### src/rtl/dct_row_if.sv
// Row-DCT handshake bundle: pixel row in, coefficient row out, plus busy status.
interface dct_row_if;
    logic         in_valid;
    logic         in_ready;
    logic [63:0]  pixels;
    logic         out_valid;
    logic         out_ready;
    logic [127:0] coeffs;
    logic         busy;

    modport slave (
        input  in_valid, pixels, out_ready,
        output in_ready, out_valid, coeffs, busy
    );

    modport master (
        output in_valid, pixels, out_ready,
        input  in_ready, out_valid, coeffs, busy
    );
endinterface

### src/rtl/dct_row.sv
// 8-point 1-D DCT of one pixel row, one multiply-accumulate per cycle (64 cycles/row).
// Q10 cosine table, floor scaling, saturated 12-bit results sign-extended to 16 bits.
module dct_row (
    input  logic       clk,
    input  logic       rst_n,
    dct_row_if.slave   bus
);

    typedef enum logic [1:0] {IDLE, COMPUTE, DONE} state_t;

    state_t             state_q, state_d;
    logic [63:0]        pix_q, pix_d;
    logic signed [23:0] acc_q, acc_d;
    logic [2:0]         u_q, u_d;
    logic [2:0]         x_q, x_d;
    logic [7:0][15:0]   coef_q, coef_d;

    logic [4:0]         k;
    logic signed [11:0] t_k;
    logic signed [8:0]  d_x;
    logic signed [20:0] prod;
    logic signed [23:0] acc_sum;
    logic signed [33:0] sum_ext;
    logic signed [33:0] f0_prod;
    logic signed [33:0] scaled;
    logic [15:0]        f_sat;

    // Cosine table folded onto the first quadrant: T[0..8] plus sign.
    function automatic logic signed [11:0] cos_q10(input logic [4:0] idx);
        logic [3:0]         m;
        logic               neg;
        logic signed [11:0] mag;
        if (idx <= 5'd8) begin
            m   = idx[3:0];
            neg = 1'b0;
        end else if (idx <= 5'd16) begin
            m   = 4'(5'd16 - idx);
            neg = 1'b1;
        end else if (idx <= 5'd23) begin
            m   = 4'(idx - 5'd16);
            neg = 1'b1;
        end else begin
            m   = 4'(6'd32 - {1'b0, idx});
            neg = 1'b0;
        end
        case (m)
            4'd0:    mag = 12'sd1024;
            4'd1:    mag = 12'sd1004;
            4'd2:    mag = 12'sd946;
            4'd3:    mag = 12'sd851;
            4'd4:    mag = 12'sd724;
            4'd5:    mag = 12'sd569;
            4'd6:    mag = 12'sd392;
            4'd7:    mag = 12'sd200;
            default: mag = 12'sd0;
        endcase
        return neg ? -mag : mag;
    endfunction

    always_comb begin
        k       = 5'({x_q, 1'b1}) * 5'(u_q);
        t_k     = cos_q10(k);
        d_x     = $signed({1'b0, pix_q[{x_q, 3'b000} +: 8]}) - 9'sd128;
        prod    = d_x * t_k;
        acc_sum = acc_q + $signed({{3{prod[20]}}, prod});
        sum_ext = $signed({{10{acc_sum[23]}}, acc_sum});
        f0_prod = sum_ext * 34'sd362;
        // DC uses 1/(2*sqrt2) in Q20; AC terms carry a plain 1/2 on top of Q10.
        scaled  = (u_q == 3'd0) ? (f0_prod >>> 20) : (sum_ext >>> 11);
        if (scaled > 34'sd2047)
            f_sat = 16'sd2047;
        else if (scaled < -34'sd2048)
            f_sat = -16'sd2048;
        else
            f_sat = scaled[15:0];
    end

    always_comb begin
        state_d = state_q;
        pix_d   = pix_q;
        acc_d   = acc_q;
        u_d     = u_q;
        x_d     = x_q;
        coef_d  = coef_q;
        case (state_q)
            IDLE: begin
                if (bus.in_valid) begin
                    pix_d   = bus.pixels;
                    acc_d   = '0;
                    u_d     = '0;
                    x_d     = '0;
                    state_d = COMPUTE;
                end
            end
            COMPUTE: begin
                x_d   = x_q + 3'd1;
                acc_d = acc_sum;
                if (x_q == 3'd7) begin
                    coef_d[u_q] = f_sat;
                    acc_d       = '0;
                    u_d         = u_q + 3'd1;
                    if (u_q == 3'd7)
                        state_d = DONE;
                end
            end
            DONE: begin
                if (bus.out_ready)
                    state_d = IDLE;
            end
            default: state_d = IDLE;
        endcase
    end

    always_ff @(posedge clk or negedge rst_n) begin
        if (!rst_n) begin
            state_q <= IDLE;
            pix_q   <= '0;
            acc_q   <= '0;
            u_q     <= '0;
            x_q     <= '0;
            coef_q  <= '0;
        end else begin
            state_q <= state_d;
            pix_q   <= pix_d;
            acc_q   <= acc_d;
            u_q     <= u_d;
            x_q     <= x_d;
            coef_q  <= coef_d;
        end
    end

    assign bus.in_ready  = (state_q == IDLE);
    assign bus.out_valid = (state_q == DONE);
    assign bus.busy      = (state_q == COMPUTE);
    assign bus.coeffs    = coef_q;

endmodule

### src/flat_wrapper.sv
// flat-port wrapper written by rule: the top's interface ports become plain ports
module dct_row_flat 
  (clk, rst_n, bus_in_valid, bus_pixels, bus_out_ready, bus_in_ready, bus_out_valid, bus_coeffs, bus_busy);
  dct_row_if bus_i ();
  input  logic clk;
  input  logic rst_n;
  input wire logic [$bits(bus_i.in_valid)-1:0] bus_in_valid;
  input wire logic [$bits(bus_i.pixels)-1:0] bus_pixels;
  input wire logic [$bits(bus_i.out_ready)-1:0] bus_out_ready;
  output wire logic [$bits(bus_i.in_ready)-1:0] bus_in_ready;
  output wire logic [$bits(bus_i.out_valid)-1:0] bus_out_valid;
  output wire logic [$bits(bus_i.coeffs)-1:0] bus_coeffs;
  output wire logic [$bits(bus_i.busy)-1:0] bus_busy;
  assign bus_i.in_valid = bus_in_valid;
  assign bus_i.pixels = bus_pixels;
  assign bus_i.out_ready = bus_out_ready;
  assign bus_in_ready = bus_i.in_ready;
  assign bus_out_valid = bus_i.out_valid;
  assign bus_coeffs = bus_i.coeffs;
  assign bus_busy = bus_i.busy;
  dct_row u_core (.clk(clk), .rst_n(rst_n), .bus(bus_i));
endmodule
### config.mk
export PLATFORM = sky130hd
export DESIGN_NAME = dct_row_flat
export DESIGN_NICKNAME = d
export VERILOG_FILES = /design/src/rtl/dct_row_if.sv /design/src/rtl/dct_row.sv /design/src/flat_wrapper.sv
export SDC_FILE = /design/constraint.sdc
export NUM_CORES = 1
export LEC_CHECK = 0
export BUFFER_PORTS_ARGS = -buffer_cell sky130_fd_sc_hd__buf_4
export CAP_MARGIN = 20
export CORE_UTILIZATION = 45
export CTS_CLUSTER_SIZE = 12
export DETAILED_ROUTE_END_ITERATION = 8
export PLACE_DENSITY_LB_ADDON = 0.3
export SYNTH_ARGS = -nofsm -noshare
export SYNTH_HDL_FRONTEND = slang
export SYNTH_SLANG_ARGS = --single-unit
### constraint.sdc
create_clock -name clk -period 19.46 [get_ports clk]
set_input_delay 0 -clock clk [delete_from_list [all_inputs] [get_ports clk]]
set_output_delay 0 -clock clk [all_outputs]
set_load 0.05 [all_outputs]
==> Yosys cells after proc, flatten, opt, wreduce, memory -nomap -nowiden <==
Memory sizes are Yosys's and may differ from the RTL's.
Index checks and enable logic that the tools add are counted.
{ "word_totals": {"register_bits": 224, "rom_bits": 88, "input_bits": 68, "out_inout_bits": 131, "word_cells": 76, "mem_count": 1} }
{ "op_classes": {"add_sub_neg": 8, "multipliers": 3, "magnitude_cmp": 7, "n_eq_ne": 8, "shift": 1, "muxes": 26, "n_reduce_logical": 9} }
{ "mem_list": {"columns": ["memory", "depth", "word_bits", "rd", "rd_ports_with_merged_regs", "wr", "line_no", "text"], "rows": [
  ["(name not given)", 8, 11, 1, 0, 0, "dct_row.sv:46", "case (m)"]
]} }
{ "op_table": {"columns": ["cell", "n"], "rows": [
  ["128-bit bitwise mux", 1],
  ["64-bit by 7-bit variable part select with 8-bit output", 1],
  ["16-bit demux with 3-bit select", 1],
  ["16-bit 2-to-1 mux", 3],
  ["24-bit 2-to-1 mux", 2],
  ["24-bit case mux with 2 select lines", 1],
  ["34-bit by 12-bit greater-than comparator with 1-bit output, second input constant", 1],
  ["34-bit by 12-bit < comparator with 1-bit output, second input constant", 1],
  ["34-bit 2-to-1 mux", 1],
  ["24-bit by 9-bit multiplier with 33-bit output, second input constant", 1],
  ["24-bit by 21-bit adder with 24-bit output", 1],
  ["12-bit 2-to-1 mux", 2],
  ["9-bit by 12-bit multiplier with 21-bit output", 1],
  ["4-bit 2-to-1 mux", 3],
  ["12-bit negator", 1],
  ["3-bit case mux with 2 select lines", 2],
  ["5-bit <= comparator, second input constant", 2],
  ["8-bit by 8-bit subtractor with 9-bit output, second input constant", 1],
  ["2-bit 2-to-1 mux", 4],
  ["1-bit by 4-bit subtractor with 4-bit output, first input constant", 2],
  ["3-bit by 1-bit adder with 3-bit output, second input constant", 2],
  ["3-bit == test, second input constant", 2],
  ["3-bit 2-to-1 mux", 2],
  ["2-bit case mux with 3 select lines", 1],
  ["17 further kinds", 23]
]} }

==> Depth between registers and ports, before layout <==
Gate-level depths: netlist (run 1).
An unclocked memory read counts as a cell.
{ "depth": {"depth_word": 17, "depth_mapped": 59, "depth_no_buf": 54} }

==> Worst setup path after synthesis (run 1) <==
OpenSTA, ideal clock, no wires.
{ "synth_path": {"path_type": "register -> register", "from": "register u_core.x_q[0]", "to": "register u_core.coef_q, in the netlist u_core.bus.coeffs[113]", "setup_time_ps": 77, "arrival_ps": 13950, "required_time_ps": 19383, "setup_slack_ps": 5433, "stages_incl_launch_ff": 52, "n_path_buf": 3, "synth_period_minus_slack_ps": 14027, "cell_sequence": "dfrtp_1 buf_1 clkbuf_1 nand2_1 fa_1 fa_1 xnor2_2 xor3_1 a21bo_1 mux2i_4 inv_1 ha_1 and2_1 o21ai_1 ha_1 nand2b_1 mux2i_1 a311oi_2 (+16 left out) inv_1 fa_1 inv_1 fa_1 inv_1 fa_1 inv_1 ha_1 nand2_1 o21ai_0 nor2_1 o31ai_1 nand3_1 or3_1 a21oi_4 nor4_1 buf_2 a21oi_1"} }
{ "synth_between": {"elab_chain_cells": 17, "elab_cells_between_ends": 30, "classes_between": "6 x add/sub; 3 x mul; 5 x order compare; 1 x eq/ne; 1 x shift; 12 x mux; 1 x reduce/logical; 1 x memory"} }
{ "synth_rtl": {"columns": ["element", "line_no", "text"], "rows": [
  ["start: declaration", "dct_row.sv:15", "logic [2:0] x_q, x_d;"],
  ["start signal: assignment", "dct_row.sv:120", "x_q <= '0;"],
  ["start signal: assignment", "dct_row.sv:127", "x_q <= x_d;"],
  ["4-bit by 3-bit multiplier with 5-bit output", "dct_row.sv:61", "k = 5'({x_q, 1'b1}) * 5'(u_q);"],
  ["1-bit by 4-bit subtractor with 4-bit output (tied with other cells)", "dct_row.sv:37, dct_row.sv:43", null],
  ["4-bit 2-to-1 mux", "dct_row.sv:39", "end else if (idx <= 5'd23) begin"],
  ["4-bit 2-to-1 mux", "dct_row.sv:36", "end else if (idx <= 5'd16) begin"],
  ["4-bit 2-to-1 mux", "dct_row.sv:33", "if (idx <= 5'd8) begin"],
  ["memory read 8 x 11 bit", null, null],
  ["12-bit 2-to-1 mux", "dct_row.sv:46", null],
  ["12-bit negator", "dct_row.sv:57", "return neg ? -mag : mag;"],
  ["12-bit 2-to-1 mux", "dct_row.sv:57", null],
  ["9-bit by 12-bit multiplier with 21-bit output", "dct_row.sv:64", "prod = d_x * t_k;"],
  ["24-bit by 21-bit adder with 24-bit output", "dct_row.sv:65", "acc_sum = acc_q + $signed({{3{prod[20]}}, prod});"],
  ["24-bit by 9-bit multiplier with 33-bit output", "dct_row.sv:67", "f0_prod = sum_ext * 34'sd362;"],
  ["34-bit 2-to-1 mux", "dct_row.sv:69", "scaled = (u_q == 3'd0) ? (f0_prod >>> 20) : (sum_ext >>> 11);"],
  ["34-bit by 12-bit < comparator with 1-bit output", "dct_row.sv:72", "else if (scaled < -34'sd2048)"],
  ["16-bit 2-to-1 mux", "dct_row.sv:72", null],
  ["16-bit 2-to-1 mux", "dct_row.sv:70", "if (scaled > 34'sd2047)"],
  ["128-bit bitwise mux", "dct_row.sv:99", "coef_d[u_q] = f_sat;"],
  ["end signal: assignment", "dct_row.sv:128", "coef_q <= coef_d;"],
  ["end: declaration", "dct_row.sv:16", "logic [7:0][15:0] coef_q, coef_d;"]
]} }
Several ways; a longest one is shown, not always the timed one.
A chain may end at the register's enable or synchronous reset.

==> Worst setup path in the final report (run 1) <==
{ "layout_path": {"from": "register u_core.x_q[1]", "to": "register u_core.coef_q, in the netlist u_core.bus.coeffs[54]"} }
Same word-level chain as after synthesis.

==> results.md, run 1 <==
Yosys:
- The cell area that synthesis handed to floorplanning was 0.0185 mm2.
- The post-synthesis mux area share is 3.24%.
- Synthesis handed over a netlist of 2,006 instances.
- The number of distinct library cells after synthesis is 75.
- The proportion of synthesized chip area in sequential cells is 28.2%.
- After Yosys synthesis, XOR and XNOR cells account for 1.99% of the synthesized area.
- The average cell area after synthesis is 9.21 um2.
- Of all cell types, the one taking the most synthesized area is sky130_fd_sc_hd__dfrtp_1.
- The post-synthesis sequential element count is 208.
- The number of synthesis warnings is 0.
- The area share of and/or/nand/nor cells after synthesis is 14.6%.
- The combinational family with the most area after synthesis is adder cells.
- The net count after synthesis is 2,432.
- The number of enable flip-flop cells after synthesis is 0.
- Of the post-synthesis cell area, the dominant cell type holds 28.2%.
- After Yosys synthesis, full adders, half adders and majority gates account for 31.7% of the synthesized area.
- The most used flip-flop cell after synthesis is sky130_fd_sc_hd__dfrtp_1.
- Sorting the synthesized cells by area gives the leading types as sky130_fd_sc_hd__dfrtp_1 28%, sky130_fd_sc_hd__fa_1 20%, sky130_fd_sc_hd__ha_1 12%.
- The compound-gate portion of the synthesized area is 11.1%.
- The share of flip-flops with an asynchronous set or reset is 100%.

Detailed routing:
- The initial detailed-routing violation count is 986.
- In the routed layout, each cell is associated on average with a via count of 5.30.
- Once detail routing completed, the nets flagged for antenna violations numbered 0.
- The average wire per standard cell is 16.9 um.
- For this run, design rule violations remaining after detail routing come to 0.
- The routed design has 47,100 um of wire.
- Detailed routing inserted a total of 14,700 vias.
- The pre-antenna-repair detailed-routing pass consisted of 5 iterations.

Clocking:
- In this run the clock root is driven by a sky130_fd_sc_hd__clkbuf_16.
- The insertion delay to the later sink of the worst-skew pair is 0.55 ns.
- The longest clock path from root to sink contains 3 buffers.
- Clock-pin slew was measured on the worst setup and hold paths at 0.06 ns.
- In this run the number of H-tree levels came out at 1.
- The number of buffers created by CTS is 24.
- The number of gates resized after cts is 0.
- The clock sink count is 208.
- TritonCTS built the clock tree.

Hold path:
- The class of the most critical hold timing path is input port to asynchronous set/reset pin.

Placement:
- The count of buffers added on input and output ports is 198.
- The last weighted congestion value of the routability-driven placer is 0.884.
- The final HPWL from detailed placement is 35,900 um.
- Prior to clock tree synthesis, the placed netlist has a worst setup slack of 3.53 ns.

Timing:
- The worst setup skew after layout is 0.0180 ns.
- Setup violations remaining at the end of the flow were counted as 0.
- The setup TNS after final layout is 0 ns.
- At the pin with the least slew margin, the transition time is 1.13 ns.
- The max-slew violation total from the final report is 0.
- Setup repair after global routing left no endpoint under its margin.
- The count of endpoints failing hold in the final timing report is 0.
- The top achievable clock speed is 62.4 MHz.
- The final critical path takes up 82.4% of the cycle.
- After layout, the minimum clock period comes to 16.03 ns.
- The worst setup margin is 3.43 ns.
- The worst pin sits at a relative slew slack of 24.4%.

Die:
- The area of the die is 0.0419 mm2.
- The die is 205 um tall.
- In this run the standard cell core region covers 0.0401 mm2.
- The horizontal die dimension is 205 um.
- For this configuration, the core starts out at a cell density of 46.1%.
- The number of I/O pins is 199.
- In this run the core area contains 73 standard-cell rows.

Global routing:
- The number of global-route vias before repair was 15,500.
- The global routing usage on met2 is 38.5%.
- The met3 usage in global routing is 3.50%.
- The first global-routing pass estimated 78,600 um of wire.
- The total global-route track usage is 23.4%.
- Entering global routing, the biggest net connects 86 pins.
- The total congestion overflow after global routing is 0.
- The initial antenna violation count is 1.
- The busiest layer in global routing is met2.
- Global routing consumed, on the met1 layer, 31.9% of the routing resources.

Layout:
- The share of final-layout standard cells stronger than drive strength 1 is 13.3%.
- The area of the multi-input gates is 0.0116 mm2.
- The number of antenna diodes in the final layout is 0.
- The number of fill cells in the layout is 3,520.
- Registers take 0.00520 mm2.
- Compared with the post-synthesis result, the final layout area differs by 18.1%.
- The number of nets at the end of the flow is 2,663.

Worst setup path:
- The critical path in this run is classified as register to register.
- The worst endpoint required time is 19.83 ns.
- STA puts the critical path data arrival time at 16.40 ns.
- The endpoint kind of the worst setup timing path is a register.
- The critical path's most frequent cell is sky130_fd_sc_hd__fa_1.
- The peak per-stage delay on the critical path is 0.96 ns.
- Along the worst path, the maximum fanout reaches 21.
- STA classifies the critical path startpoint as a register.
- The total buffers and inverters traversed by the critical path is 8.
- The cell with the largest stage delay on the worst path is sky130_fd_sc_hd__dfrtp_1.
- The cell family contributing the most delay on the critical path is adder cells.

Run:
- The tool flagged a number of max-cap violations equal to 0.

Status:
- The flow ran to the end, and the final reports show no timing, DRC or antenna violations.
## cells by family after synthesis
group                      after synthesis
buffers and inverters                  430
xor gates and xnor gates                37
adders and majority gates              358
and+or+nand+nor                        620
AOI/OAI and AO/OA                      316
DFF                                    208
muxes                                   37
## layout by cell type, fill, tap and decap left out, drive strengths merged, types with 15 or more instances in the layout
master,count
nor2,155
a21oi,143
nand2b,15
dfrtp,208
nand3,34
ha,174
clkbuf,39
o21ai,41
a22o,22
nand2,301
fa,184
xnor2,27
buf,213
mux4,16
nor3,15
and2,34
inv,350
a21o,29
dlygate4sd3,67
## registers in the layout (all words and copies together), names as in the netlist
signal,count
u_core.bus.coeffs,112
u_core.u_q,3
u_core.pix_q,64
u_core.state_q,2
u_core.x_q,3
u_core.acc_q,24
## cell type report
cell class / instances / area share, %
inverters: 351 / 6.04
clock buffers: 35 / 3.08
flip-flops and latches: 208 / 23.9
clock inverters: 8 / 0.281
well taps: 525 / 3.01
multi-input cells: 1368 / 53.2
repair buffers: 284 / 10.6
## per-stage QoR
step	area, um2	utilization (%)	hold WS [ns]	instances
CTS	21800	54.3	0.0799	2773
finish	21800	54.4	0.0777	2779
global placement	20300	50.7	0.0963	2659
floorplan	18500	-	-0.296	2006
global route	21800	54.4	0.143	2779
detailed placement	20400	50.8	0.0993	2664
## cells in the mapped netlist (all sizes together), types with 7 or more instances
| cell | count |
|---|---|
| inv | 349 |
| nand2 | 301 |
| dfrtp | 208 |
| fa | 184 |
| ha | 174 |
| nor2 | 155 |
| a21oi | 143 |
| clkbuf | 48 |
| o21ai | 41 |
| and2 | 34 |
| nand3 | 34 |
| buf | 31 |
| a21o | 29 |
| xnor2 | 27 |
| a22o | 22 |
| mux4 | 16 |
| nand2b | 15 |
| nor3 | 15 |
| and3 | 13 |
| nor2b | 13 |
| mux2 | 12 |
| nand4 | 11 |
| mux2i | 9 |
| a211oi | 8 |
| nor4 | 8 |
| o211ai | 8 |
| xor2 | 8 |
| a31oi | 7 |
| nand3b | 7 |
## routing by layer
metal / part of all wire [%] / up-vias
li1: - / 6909
met1: 44 / 7308
met2: 48 / 418
met3: 5.6 / 83
met4: 2.6 / 0
met5: 0 / -
## path summary, 6_finish.rpt
| check | start | end | slack, ns | cells past startpoint |
|---|---|---|---|---|
| setup reg to reg | u_core.x_q[1] | u_core.bus.coeffs[54] | 3.43 | 47 |
| hold reg to reg | u_core.pix_q[54] | u_core.pix_q[54] | 0.47 | 2 |
| setup / recovery | u_core.x_q[1] | u_core.bus.coeffs[54] | 3.43 | 47 |
| min in group clk | bus_pixels[29] | u_core.pix_q[29] | 0.20 | 4 |
| hold / removal | rst_n | u_core.pix_q[3] | 0.08 | 2 |
| max in group asynchronous | rst_n | u_core.bus.coeffs[78] | 17.37 | 4 |
## repair_timing
action	4_1_cts	5_1_grt
hold buffers	66	1
hold endpoints to repair	149	8
setup buffers	0	0
Power of run 1 is not shown: default switching activity piles up to over one toggle a cycle in this logic, so the estimate is an artifact.
==> inputs of run 2 (changes only) <==
clock period = 15.1 ns   (was 19.46 ns; I/O delays follow)
==> run 2 against run 1 <==
  * Die area stayed put
  * Clock-buffer cell count is 1 lower
  * Final area is 1.4% higher
  * Non-clock buffer count is 24 higher
  * Via count is 0.23% lower
  * First-iteration DRC count is 11% higher
==> results.md, run 2 (same netlist as run 1, synthesis figures left out) <==
Timing:
- The transition at the pin with the smallest max-transition slack is 1.00 ns (-0.131 ns).
- The max-slew violation total from the final report is 0 (unchanged).
- Setup repair after global routing could not meet its margin everywhere.
- The share of the clock period used by the worst path is 94.9% (+13 points).
- The post-layout minimum cycle time came to 14.33 ns (-1.70 ns).
- The top achievable clock speed was 69.8 MHz (+12%).
- The relative slew slack is 32.9% (+8.5 points).
- The count of endpoints failing hold in the final timing report is 0 (unchanged).
- The setup TNS after final layout came to 0 ns (unchanged).
- The count of endpoints failing setup in the final report came to 0 (unchanged).
- The worst setup skew after layout is 0.0146 ns (-0.00339 ns).
- The worst slack on hold paths came to 0.0544 ns (-0.0233 ns).
- The worst setup margin was 0.768 ns (-2.66 ns).

Worst setup path:
- The data arrival time of the worst path came to 14.72 ns (-1.68 ns).
- The slowest stage of the critical path is the sky130_fd_sc_hd__nor3_2 cell.
- The worst endpoint required time is 15.49 ns (-4.34 ns).
- The peak per-stage delay on the critical path came to 0.67 ns (-0.29 ns).
- The highest fanout seen on the critical path is 14 (-33%).
- The start-to-end type of the worst setup path is register to register.
- The depth of the worst register-to-register path came to 47 (unchanged).
- The critical path's most frequent cell is sky130_fd_sc_hd__fa_1.
- The worst setup path is captured at a register.
- STA classifies the critical path startpoint as a register.

Clocking:
- The number of buffers created by CTS was 23 (-4.2%).
- TritonCTS built the clock tree.
- The clock-pin slew on the worst setup and hold paths came to 0.06 ns (about the same).
- The insertion delay to the later sink of the worst-skew pair came to 0.54 ns (about the same).
- The maximum clock insertion buffer count was 3 (unchanged).
- The clock sink count is 208 (unchanged).
- The root buffer cell is sky130_fd_sc_hd__clkbuf_16.
- The maximum level of the CTS H-tree is 1 (unchanged).

Die:
- The number of cell rows is 73 (unchanged).
- The number of I/O pins came to 199 (unchanged).
- The area of the die is 0.0419 mm2 (unchanged).
- The initial core utilization is 46.1% (unchanged).
- The height of the chip was 205 um (unchanged).
- The horizontal die dimension came to 205 um (unchanged).
- The area inside the core boundary is 0.0401 mm2 (unchanged).

Detailed routing:
- The total DRC errors in the routed layout is 0 (unchanged).
- The initial detailed-routing violation count is 1,098 (+11%).
- The routed wire length was 47,100 um (about the same).
- The average wire per standard cell is 16.8 um (-0.66%).
- The via-per-instance ratio is 5.24 (-0.98%).
- The number of optimization iterations in the first detailed-route pass was 5 (unchanged).
- The vias after detailed routing is 14,700 (-0.23%).
- The count of antenna-violating nets left after detailed routing came to 0 (unchanged).

Placement:
- The worst setup slack before clock tree synthesis is -0.0318 ns (-3.56 ns).
- The number of I/O port buffers is 198 (unchanged).
- The final HPWL from detailed placement came to 35,800 um (-0.22%).
- The last weighted congestion value of the routability-driven placer is 0.860 (-2.8%).

Layout:
- The antenna diode count is 0 (unchanged).
- The flip-flop count of the largest register, all copies and words added came to 112 (unchanged).
- The top cell types in the final layout, fill and taps aside, are 347 x sky130_fd_sc_hd__inv_1, 300 x sky130_fd_sc_hd__nand2_1, 238 x sky130_fd_sc_hd__buf_4.
- The library cell used most frequently in the layout, excluding fill and tap cells, is sky130_fd_sc_hd__inv_1.
- The share of final-layout standard cells stronger than drive strength 1 is 14.8% (+1.5 points).
- Compared with the post-synthesis result, the final layout area differs by 19.7%.
- The number of nets at the end of the flow came to 2,686 (+0.86%).

Run:
- The number of max-cap violations is 0 (unchanged).

Global routing:
- The initial antenna violation count is 0 (-1).
- The total congestion overflow after global routing is 0 (unchanged).
- The total global-route track usage is 23.0% (-0.36 points).
- The number of global-route vias before repair is 15,200 (-1.5%).
- The wire length of the first global-routing pass was 77,300 um (-1.7%).
- The pin count of the biggest net entering global routing is 78 (-9.3%).

Status:
- The run finished with clean final reports.

Hold path:
- The class of the most critical hold timing path is input port to asynchronous set/reset pin.
==> run 2: changes by cell type in the layout (fill, tap and decap cells not counted), moves of 2 or more <==
cell	before	now
sky130_fd_sc_hd__clkbuf_4	3	0
sky130_fd_sc_hd__bufinv_16	0	2
sky130_fd_sc_hd__buf_4	208	238
sky130_fd_sc_hd__nand3_1	34	27
sky130_fd_sc_hd__nor3_2	1	5
sky130_fd_sc_hd__nand3_2	0	7
sky130_fd_sc_hd__buf_2	4	1
sky130_fd_sc_hd__nor3_1	14	10
==> run 2: cell type report <==
type	count	area, um2
fill	3451	18000
multi-input combinational	1368	11700
sequential	208	5210
tap	525	657
timing repair buffer	308	2500
clock buffer	34	657
clock inverter	6	95.1
inverter	351	1320
==> run 2: routing by layer <==
layer | GRT usage, % | share of wire [%]
met5 | 0 | 0
met4 | 6.58 | 2.5
met3 | 2.34 | 4.5
met2 | 38.9 | 48
met1 | 31.2 | 44
==> run 2: final timing paths <==
path / startpoint / end / slack [ns]
worst max-delay path: u_core.x_q[0] / u_core.bus.coeffs[87] / 0.77
worst min-delay path: rst_n / u_core.pix_q[3] / 0.05
worst max register to register: u_core.x_q[0] / u_core.bus.coeffs[87] / 0.77
worst min register to register: u_core.pix_q[16] / u_core.pix_q[16] / 0.47
max in group asynchronous: rst_n / u_core.bus.coeffs[74] / 12.96
min in group clk: bus_pixels[16] / u_core.pix_q[16] / 0.19
==> run 2: worst max-delay path: cells and delay by family, from the launching register on <==
| family | cells | cell delay, ns |
|---|---|---|
| compound gates | 12 | 3.12 |
| simple gates | 9 | 2.85 |
| fa+ha+maj | 15 | 6.21 |
| xor+xnor | 3 | 1.00 |
| flops | 1 | 0.41 |
| buf+inv | 8 | 0.61 |
==> run 2: repair_timing <==
action | 4_1_cts | 5_1_grt
pin swaps | 0 | 3
setup endpoints to repair | 14 | 106
buffers inserted | 0 | 5
hold buffers | 67 | 0
hold endpoints to repair | 142 | 0
resized for setup | 3 | 15
cloned | 0 | 0
==> run 2: metrics by stage <==
stage          util (%)  cells  cell area, um2
5_1_grt            55.2   2800           22100
4_1_cts            54.8   2794           22000
3_3_place_gp       51.2   2686           20500
6_report           55.2   2800           22100
3_5_place_dp       51.2   2687           20500
2_1_floorplan         -   2006           18500
Power of run 2 is left out for the same reason.
==> inputs of run 3 (changes only) <==
PLACE_DENSITY_LB_ADDON = 0.2   (was 0.3)
==> run 3 against run 2 <==
  * Fmax is 0.11% higher
  * Core utilization is 0.72 points higher
  * Sequential cell count stayed put
  * Sequential share of layout area is 0.30 points lower
  * Hold slack better by 0.038 ns
  * Critical endpoint is now u_core.bus.coeffs[39]
  * Clock-buffer cell count is 1 higher
==> results.md, run 3 (same netlist as run 1, synthesis figures left out) <==
Detailed routing:
- The vias after detailed routing is 14,800 (+0.91%).
- The via-per-instance ratio is 5.24 (about the same).
- The number of optimization iterations in the first detailed-route pass was 5 (unchanged).
- The initial detailed-routing violation count was 885 (-19%).
- The routed wire length was 48,400 um (+2.8%).
- The total DRC errors in the routed layout was 0 (unchanged).
- The count of antenna-violating nets left after detailed routing is 0 (unchanged).
- The average wire per standard cell is 17.1 um (+1.7%).

Layout:
- The antenna diode count came to 0 (unchanged).
- The flip-flop count of the largest register, all copies and words added was 112 (unchanged).
- The share of final-layout standard cells stronger than drive strength 1 is 15.4% (+0.65 points).
- Compared with the post-synthesis result, the final layout area differs by 21.3%.
- In the layout the commonest cells are 346 x sky130_fd_sc_hd__inv_1, 300 x sky130_fd_sc_hd__nand2_1, 243 x sky130_fd_sc_hd__buf_4.
- The number of nets at the end of the flow is 2,714 (+1.0%).
- The library cell used most frequently in the layout, excluding fill and tap cells, is sky130_fd_sc_hd__inv_1.

Worst setup path:
- The worst setup slack for register-to-register paths is 0.78 ns (+0.02 ns).
- The peak per-stage delay on the critical path is 0.58 ns (-0.09 ns).
- The largest individual stage delay along the critical path comes from the cell sky130_fd_sc_hd__fa_1.
- The data arrival time of the worst path is 14.77 ns (+0.05 ns).
- The kind of launch point of the worst setup path is a register.
- The capture point of the worst path is u_core.bus.coeffs[39].
- The capturing point of the worst reg2reg path is u_core.bus.coeffs[39].
- The highest fanout seen on the critical path is 18 (+4).
- The critical path's most frequent cell is sky130_fd_sc_hd__fa_1.
- The depth of the worst register-to-register path is 51 (+8.5%).
- The start-to-end type of the worst setup path is register to register.
- The endpoint kind of the worst setup timing path is a register.
- The worst endpoint required time is 15.55 ns (+0.06 ns).
- The launch point of the critical path is u_core.u_q[2].
- The startpoint identified for the worst register-to-register timing path is u_core.u_q[2].

Global routing:
- The number of global-route vias before repair is 15,300 (+0.62%).
- The wire length of the first global-routing pass is 78,700 um (+1.8%).
- The pin count of the biggest net entering global routing is 90 (+15%).
- The total congestion overflow after global routing is 0 (unchanged).
- The total global-route track usage is 23.5% (+0.48 points).
- The initial antenna violation count is 0 (unchanged).

Die:
- The initial core utilization is 46.1% (unchanged).
- The height of the chip came to 205 um (unchanged).
- The number of cell rows is 73 (unchanged).
- The number of I/O pins came to 199 (unchanged).
- The horizontal die dimension is 205 um (unchanged).
- The area of the die is 0.0419 mm2 (unchanged).
- The area inside the core boundary is 0.0401 mm2 (unchanged).

Clocking:
- The clock-pin slew on the worst setup and hold paths is 0.07 ns (about the same).
- The maximum level of the CTS H-tree is 1 (unchanged).
- The root buffer cell is sky130_fd_sc_hd__clkbuf_16.
- The clock tree from TritonCTS is built.
- The maximum clock insertion buffer count is 3 (unchanged).
- The number of buffers created by CTS is 24 (+4.3%).
- The insertion delay to the later sink of the worst-skew pair was 0.53 ns (about the same).
- The clock sink count is 208 (unchanged).

Timing:
- The post-layout minimum cycle time is 14.32 ns (-0.0155 ns).
- The count of endpoints failing setup in the final report is 0 (unchanged).
- The count of endpoints failing hold in the final timing report is 0 (unchanged).
- The top achievable clock speed is 69.8 MHz (+0.11%).
- The worst setup margin came to 0.783 ns (+0.0155 ns).
- The setup TNS after final layout is 0 ns (unchanged).
- The worst setup skew after layout is 0.0139 ns (-0.000715 ns).
- The transition at the pin with the smallest max-transition slack is 1.06 ns (+0.0598 ns).
- The relative slew slack is 28.9% (-4.0 points).
- The share of the clock period used by the worst path is 94.8% (-0.10 points).
- The max-slew violation total from the final report is 0 (unchanged).
- Setup repair after global routing left no endpoint under its margin.

Hold path:
- In this run the worst hold path is classified as input port to asynchronous set/reset pin.

Placement:
- The final HPWL from detailed placement came to 36,600 um (+2.3%).
- The worst setup slack before clock tree synthesis is 0.00312 ns (+0.0349 ns).
- The last weighted congestion value of the routability-driven placer is 0.879 (+2.2%).
- The number of I/O port buffers is 198 (unchanged).

Status:
- The run finished with clean final reports.

Run:
- The number of max-cap violations is 0 (unchanged).
-- run 3: cell types whose count changed in the layout (fill, tap and decap cells not counted), sizes merged --
cell,previous run,this run
dlygate4sd3,67,80
buf,240,249
bufinv,2,0
clkinvlp,0,1
clkinv,5,6
clkbuf,35,41
-- run 3: critical path: cells and delay by family, from the launching register on --
family / cells / cell delay [ns]
DFF: 1 / 0.52
adders and majority gates: 15 / 6.53
and+or+nand+nor: 10 / 2.38
AOI/OAI and AO/OA: 11 / 2.77
buffers and inverters: 11 / 0.93
xor gates and xnor gates: 4 / 1.05
-- run 3: cell type report --
type,instances,area [um2]
clock buffers,35,712
clock inverters,6,52.6
fillers,3538,17700
inverters,351,1320
multi-input cells,1368,11700
flip-flops and latches,208,5210
well taps,525,657
repair buffers,335,2750
-- run 3: per-stage QoR --
stage / util, % / cells / cell area [um2] / hold slack, ns
after CTS: 55.2 / 2809 / 22100 / 0.0959
after floorplan: - / 2006 / 18500 / -0.296
after detailed placement: 51.3 / 2688 / 20600 / 0.103
after global routing: 55.9 / 2828 / 22400 / 0.149
final: 55.9 / 2828 / 22400 / 0.0926
after global placement: 51.2 / 2685 / 20500 / 0.0984
-- run 3: worst min-delay path by stage --
stage / from / end / slack, ns / depth (start not counted)
floorplan: rst_n / u_core.acc_q[0] / -0.30 / 0
global placement: rst_n / u_core.bus.coeffs[105] / 0.1 / 1
detailed placement: rst_n / u_core.bus.coeffs[103] / 0.10 / 1
CTS: rst_n / u_core.bus.coeffs[44] / 0.1 / 2
global route: rst_n / u_core.bus.coeffs[101] / 0.15 / 2
finish: rst_n / u_core.bus.coeffs[30] / 0.09 / 2
-- run 3: layer usage --
metal / global-route usage (%) / share of wire, % / vias up
met5: 0 / 0 / -
li1: - / - / 7017
met2: 38.8 / 48 / 373
met1: 32.9 / 46 / 7351
met3: 2.58 / 4.3 / 77
met4: 5.94 / 2.0 / 0
-- run 3: repair_timing --
item,in CTS,in global routing
buffers inserted,0,13
gates cloned,0,0
gates resized for setup,1,22
hold endpoints to repair,153,0
pin swaps,0,5
hold buffers,80,0
setup endpoints to repair,3,106
Power of run 3 is left out for the same reason.
